File: src/rtl/alu_pkg.sv
// Shared definitions for the ALU and its arbitration wrapper: widths, opcodes
// and the sequencer state encoding.
package alu_pkg;

  localparam int DATA_W = 16;

  typedef enum logic [2:0] {
    OP_ADD = 3'd0,
    OP_SUB = 3'd1,
    OP_AND = 3'd2,
    OP_OR  = 3'd3,
    OP_XOR = 3'd4,
    OP_NOT = 3'd5,
    OP_SHR = 3'd6,
    OP_SHL = 3'd7
  } opcode_e;

  typedef enum logic [1:0] {
    IDLE = 2'd0,
    EXEC = 2'd1,
    RESP = 2'd2
  } state_e;

endpackage

File: src/rtl/alu.sv
// Combinational 16-bit ALU. Every operation is evaluated in a 17-bit context
// so that bit 16 is the carry/borrow flag.
module alu
  import alu_pkg::*;
(
  input  logic [2:0]        op_i,
  input  logic [DATA_W-1:0] a_i,
  input  logic [DATA_W-1:0] b_i,
  output logic [DATA_W-1:0] result_o,
  output logic              cy_o,
  output logic              zero_o
);

  logic [DATA_W:0] wide;

  always_comb begin
    // NOTE: default first so every path assigns wide; otherwise a latch is inferred.
    wide = '0;
    case (opcode_e'(op_i))
      OP_ADD:  wide = {1'b0, a_i} + {1'b0, b_i};
      OP_SUB:  wide = {1'b0, a_i} - {1'b0, b_i};
      OP_AND:  wide = {1'b0, a_i & b_i};
      OP_OR:   wide = {1'b0, a_i | b_i};
      OP_XOR:  wide = {1'b0, a_i ^ b_i};
      OP_NOT:  wide = {1'b1, ~a_i};
      OP_SHR:  wide = {1'b0, a_i >> b_i};
      OP_SHL:  wide = {1'b0, a_i} << b_i;
      default: wide = '0;
    endcase
  end

  assign result_o = wide[DATA_W-1:0];
  assign cy_o     = wide[DATA_W];
  assign zero_o   = (wide[DATA_W-1:0] == '0);

endmodule

File: src/rtl/alu_arbiter.sv
// Two-requester front end for a single shared ALU: arbitrates, registers the
// winning operation, runs it once and returns the registered result.
module alu_arbiter
  import alu_pkg::*;
#(
  parameter bit RR = 1'b1
) (
  input  logic              clk,
  input  logic              rst_n,
  input  logic              req0_valid,
  input  logic              req1_valid,
  output logic              req0_ready,
  output logic              req1_ready,
  input  logic [2:0]        req0_opcode,
  input  logic [2:0]        req1_opcode,
  input  logic [DATA_W-1:0] req0_a,
  input  logic [DATA_W-1:0] req1_a,
  input  logic [DATA_W-1:0] req0_b,
  input  logic [DATA_W-1:0] req1_b,
  output logic              rsp0_valid,
  output logic              rsp1_valid,
  input  logic              rsp0_ready,
  input  logic              rsp1_ready,
  output logic [DATA_W-1:0] rsp0_result,
  output logic [DATA_W-1:0] rsp1_result,
  output logic              rsp0_cy,
  output logic              rsp1_cy,
  output logic              rsp0_zero,
  output logic              rsp1_zero,
  output logic              busy
);

  state_e            state_q, state_d;
  logic              grant_q, grant_d;
  logic              last_grant_q, last_grant_d;
  logic [2:0]        op_q, op_d;
  logic [DATA_W-1:0] a_q, a_d, b_q, b_d;
  logic [DATA_W-1:0] res_q, res_d;
  logic              cy_q, cy_d, zero_q, zero_d;

  logic              winner;
  logic              rsp_hs;
  logic [DATA_W-1:0] alu_result;
  logic              alu_cy, alu_zero;

  alu u_alu (
    .op_i    (op_q),
    .a_i     (a_q),
    .b_i     (b_q),
    .result_o(alu_result),
    .cy_o    (alu_cy),
    .zero_o  (alu_zero)
  );

  // A lone requester always wins; a tie goes to whoever was not served last
  // (round-robin) or to requester 0 (fixed priority).
  always_comb begin
    if (req0_valid && req1_valid) winner = RR ? ~last_grant_q : 1'b0;
    else                          winner = req1_valid;
  end

  assign req0_ready = (state_q == IDLE) && !winner && req0_valid;
  assign req1_ready = (state_q == IDLE) &&  winner && req1_valid;
  assign rsp_hs     = grant_q ? rsp1_ready : rsp0_ready;

  always_comb begin
    state_d      = state_q;
    grant_d      = grant_q;
    last_grant_d = last_grant_q;
    op_d         = op_q;
    a_d          = a_q;
    b_d          = b_q;
    res_d        = res_q;
    cy_d         = cy_q;
    zero_d       = zero_q;
    case (state_q)
      IDLE: begin
        if (req0_ready || req1_ready) begin
          state_d = EXEC;
          grant_d = winner;
          op_d    = winner ? req1_opcode : req0_opcode;
          a_d     = winner ? req1_a      : req0_a;
          b_d     = winner ? req1_b      : req0_b;
        end
      end
      EXEC: begin
        res_d   = alu_result;
        cy_d    = alu_cy;
        zero_d  = alu_zero;
        state_d = RESP;
      end
      RESP: begin
        if (rsp_hs) begin
          state_d = IDLE;
          if (RR) last_grant_d = grant_q;
        end
      end
      default: state_d = IDLE;
    endcase
  end

  always_ff @(posedge clk or negedge rst_n) begin
    // NOTE: datapath registers are reset too, so outputs read 0 and an
    // interrupted operation leaves nothing behind after release.
    if (!rst_n) begin
      state_q      <= IDLE;
      grant_q      <= 1'b0;
      last_grant_q <= 1'b1;
      op_q         <= '0;
      a_q          <= '0;
      b_q          <= '0;
      res_q        <= '0;
      cy_q         <= 1'b0;
      zero_q       <= 1'b0;
    end else begin
      // NOTE: non-blocking so every register samples pre-edge values.
      state_q      <= state_d;
      grant_q      <= grant_d;
      last_grant_q <= last_grant_d;
      op_q         <= op_d;
      a_q          <= a_d;
      b_q          <= b_d;
      res_q        <= res_d;
      cy_q         <= cy_d;
      zero_q       <= zero_d;
    end
  end

  assign rsp0_valid  = (state_q == RESP) && !grant_q;
  assign rsp1_valid  = (state_q == RESP) &&  grant_q;
  assign rsp0_result = res_q;
  assign rsp1_result = res_q;
  assign rsp0_cy     = cy_q;
  assign rsp1_cy     = cy_q;
  assign rsp0_zero   = zero_q;
  assign rsp1_zero   = zero_q;
  assign busy        = (state_q != IDLE);

endmodule

File: config.mk
export PLATFORM = sky130hd
export DESIGN_NAME = alu_arbiter
export DESIGN_NICKNAME = d
export VERILOG_FILES = /design/src/rtl/alu_pkg.sv /design/src/rtl/alu.sv /design/src/rtl/alu_arbiter.sv
export SDC_FILE = /design/constraint.sdc
export NUM_CORES = 1
export LEC_CHECK = 0
export CAP_MARGIN = 20
export CORE_MARGIN = 2
export CORE_UTILIZATION = 40
export DETAILED_ROUTE_END_ITERATION = 6
export HOLD_SLACK_MARGIN = 0.12
export SLEW_MARGIN = 20
export SYNTH_ARGS = -nofsm -noshare
export SYNTH_HDL_FRONTEND = slang
export SYNTH_HIERARCHICAL = 1
export SYNTH_SLANG_ARGS = --single-unit
File: constraint.sdc
create_clock -name clk -period 4.75 [get_ports clk]
set_input_delay 0.475 -clock clk [delete_from_list [all_inputs] [get_ports clk]]
set_output_delay 0.475 -clock clk [all_outputs]
set_load 0.02 [all_outputs]
Word level (Yosys, flattened, before mapping)
Cells that the tools add are included.

word-level totals
  input bits = 76
  register bits after elaboration = 57
  word-level logic and storage cells = 55
  output and inout port bits = 41

operators by class
  mux-type cells = 9
  bitwise operators = 5
  reduce and logical (&&, ||, !) cells = 17
  equal/unequal tests = 11
  shifts and indexed selects = 2
  add/subtract/negate cells = 2

operator list
  kind                number
  $pmux 17 s8         1
  $mux 16             2
  $add 16x16->17      1
  $shl 16x16->17      1
  $sub 16x16->17      1
  $and 16x16->16      1
  $logic_not 16->1    1
  $not 16->16         1
  $or 16x16->16       1
  $shr 16x16->16      1
  $xor 16x16->16      1
  $eq 3x3->1 const B  4
  $logic_and 1x1->1   7
  $eq 3x2->1 const B  2
  $pmux 2 s3          1
  $reduce_and 2->1    3
  $mux 2              2
  $eq 3x1->1 const B  1
  $logic_not 3->1     1
  $mux 3              1
  $eq 2x1->1 const B  1
  $eq 2x2->1 const B  1
  $logic_not 1->1     2
  $logic_not 2->1     1
  6 further kinds     7

Longest topological paths before layout
  word-level depth = 8
  mapped depth = 18

Hierarchy
Netlist, hierarchy kept.

modules (own cells, without submodules)
  module       cells an instance  area each (um^2)  seq. area each (um^2)  times used
  alu          543                3938.8            0.0                    1
  alu_arbiter  191                2969.1            1427.6                 1

Worst setup path before layout
Ideal clock, no wire load.

  kind = register -> register
  start point = register op_q[0]
  end point = register zero_q (netlist: rsp0_zero)
  buffers on the path = 5
  data arrival time = 4.276 ns
  slack = 0.349 ns
  cell stages (with the launch flop) = 19
  cell sequence = dfrtp_1 clkbuf_1 buf_2 buf_2 buf_1 and2_1 clkbuf_1 nor2_1 xnor2_1 ha_1 o21a_1 o31a_1 o2111a_1 or3_1 a31oi_1 mux2_2 o211ai_1 nor4_2 mux2_2

between the ends
  word-level cells in the longest chain between the ends = 3

RTL lines
  item                                line                source
  start: declaration                  alu_arbiter.sv:36   logic [2:0] op_q, op_d;
  start signal: assignment            alu_arbiter.sv:120  op_q <= op_d;
  $eq 3x3->1 (tied with other cells)  alu.sv:19           case (opcode_e'(op_i))
  $pmux 17 s8 (*)                     alu.sv:19
  named net alu_result[15]            alu_arbiter.sv:43   logic [DATA_W-1:0] alu_result;
  $logic_not 16->1 (*)                alu.sv:34           assign zero_o = (wide[DATA_W-1:0] == '0);
  named net alu_zero                  alu_arbiter.sv:44   logic alu_cy, alu_zero;
  end signal: assignment              alu_arbiter.sv:125  zero_q <= zero_d;
  end: declaration                    alu_arbiter.sv:39   logic cy_q, cy_d, zero_q, zero_d;

The timed path passes the listed nets; every way through them passes the cells marked *.
A chain may end at the register's enable or synchronous reset.

Final worst setup path
  start point = register op_q[2]
  end point = register zero_q (netlist: rsp0_zero)

The elaborated chain is that of the path after synthesis.

==> results.txt <==
Final Hold Fails -> 0
hold buffer count at cts -> 0
Yosys cell types -> 79
final wirelength -> 23,200 µm
Via Count -> 6,271
most common cell after layout, fill and taps aside -> clkdlybuf4s50_1
drc violations -> 0
biggest area consumer among synthesized cells -> dfrtp_1
Core ar. -> 0.0171 mm²
CTS Root Cell -> clkbuf_16
die area -> 0.0183 mm²
GRT Residual Overflow -> 0
first-pass GRT wire length -> 34,800 µm
most frequent cells in the layout -> clkdlybuf4s50_1 (115), mux2_4 (56), dfrtp_1 (55)
R2R depth -> 13
layout cells sized above 1 -> 0.218
FF-to-FF End -> rsp0_zero
Cell Area, Synth -> 0.00691 mm²
mux cell area share after synthesis -> 0.286
wire per inst -> 22.0 µm
number of global-route vias before repair -> 5,868
CTS Buf Count -> 9
Post-Synth Adder-Cell Area -> 0.0917
Clk pin slew, worst setup/hold paths -> 0.05 ns
Setup crit end kind -> register
Sum Neg Setup Slack -> 0 ns
Synth top area share -> 0.203
Crit Path Max Fanout -> 8
RSZ-0062 raised after global routing -> false
FP Rows -> 48
Die Width -> 135 µm
startpoint types -> register
WS Path Type -> reg -> reg
CTS Sinks -> 57
Max Cap Viol -> 0
prevailing post-synth register cell -> dfrtp_1
H-tree depth -> 3
setup bufs post-CTS -> 0
CTS tree -> built
YS warnings -> 6
status -> finished clean
R2R setup slack -> 0.49 ns
Crit. Startpoint -> op_q[2]
P&R area growth vs syn -> 23.1%
Skew-Pair Late Insertion Delay -> 0.34 ns
largest family of logic cells by synthesized area -> multiplexers
io pins -> 117
Post-Synthesis Cells -> 734
worst slew pin tran -> 0.961 ns
max_slew headroom -> 0.359
synthesized area per cell -> 9.41 µm²
Post-DP Area -> 0.00817 mm²
Async SR Flop Fraction -> 1.00
post-layout util -> 0.497
CP required -> 4.97 ns
period utilization -> 0.896
Vias/cell -> 5.93
crit path to -> rsp0_zero
GP Congestion -> 1.01
min Tclk post-route -> 4.26 ns
setup slack at placement -> 0.523 ns
Synth Area in Simple Gates -> 0.142
First-pass DRT Iterations -> 6
Synth Area in XOR/XNOR -> 0.0254
syn nets -> 860
initial antenna violation count -> 0
Fill cells -> 1,604
Overall Global Routing Usage -> 0.254
largest net degree at the start of global routing -> 58
clk_skew -> 0.00899 ns
post-synthesis compound-gate area fraction -> 0.169
critical register-to-register path startpoint -> op_q[2]
Setup WS post-layout -> 0.493 ns
Starting Density -> 0.404
Synth Register Bits -> 57
Design Area, Final -> 0.00850 mm²
ANT nets after route -> 0
clock tree buffer depth -> 2
Worst Hold Class -> in -> async
post-synthesis sequential area ratio -> 0.207
endpoints failing setup -> 0
WP data arrival -> 4.47 ns
fmax -> 235 MHz
post-CTS sizing -> 0
ANT cells -> 0
Layout Nets -> 953
Starting DRT DRC Count -> 687
main area contributors after synthesis -> dfrtp_1 (20%), mux2_4 (12%), ha_1 (8.9%)
DPL Wire Length -> 17,700 µm
port bufs -> 116
number of flops mapped to enable cells by yosys -> 0
Max Slew Vio Count -> 0
Die H -> 135 µm
worst max-delay path: stages, from the launching register on:
cell and delay [ns]:
dfrtp_1 0.37, nor2_1 0.39, and2_1 0.43, a21oi_1 0.15, xnor2_1 0.16, ha_1 0.27, or3_1 0.41, o2111a_1 0.27
or3_1 0.43, a31oi_1 0.22, mux2_2 0.36, o211ai_1 0.32, nor4_2 0.09, mux2_2 0.26
synth_stat cells, types with 16 or more instances:
library cell,number
dfrtp_1,56
mux2_4,56
ha_1,49
nor2_1,48
mux2_2,45
nand2_1,45
o21ai_0,44
inv_1,41
mux2i_1,28
a21oi_1,24
buf_4,24
xnor2_1,17
clkbuf_1,16
per-stage QoR:
stage | hold WS [ns] | instances
after CTS | 0.321 | 1057
final | 0.277 | 1057
after global placement | 0.511 | 1041
after floorplan | 0.179 | 734
after detailed placement | 0.522 | 1041
after global routing | 0.348 | 1057
layout make-up:
type                       instances  area (µm²)  share of cell area
timing repair buffer             145        1370               0.162
tap                              225         282              0.0331
clock buffer                      10         239              0.0281
clock inverter                     6        90.1              0.0106
multi-input combinational        573        4930               0.580
inverter                          41         154              0.0181
sequential                        57        1430               0.168
how the worst min path moves through the flow:
stage / cells past startpoint / from / slack [ns] / end
final: 2 / rst_n / 0.28 / a_q[3]
after global routing: 2 / rst_n / 0.35 / a_q[10]
after CTS: 2 / rst_n / 0.32 / a_q[3]
after detailed placement: 1 / rsp0_result[3] / 0.52 / rsp0_result[3]
after global placement: 1 / rsp0_result[4] / 0.51 / rsp0_result[4]
after floorplan: 0 / rst_n / 0.18 / a_q[0]
cell families (layout without fill, tap and decap cells):
logic type,count (synthesis),after routing
compound gates,169,169
simple gates,189,189
mux,145,145
flops,57,57
buf+inv,104,202
xor+xnor,20,20
fa+ha+maj,50,50
layer usage:
layer	global-route usage	up-vias	share of wire
met1	0.348	3023	0.43
li1	-	2893	-
met4	0.0978	0	0.030
met5	0	-	0
met2	0.406	319	0.46
met3	0.0363	36	0.076
sequential cells by signal, summed over array words and instances (netlist names):
register      flops
op_q              3
a_q              16
rsp0_result      16
rsp0_zero         1
rsp0_cy           1
b_q              16
last_grant_q      1
state_q           2
grant_q           1
Power is not shown: default switching activity piles up to over one toggle a cycle in this logic, so the estimate is an artifact.
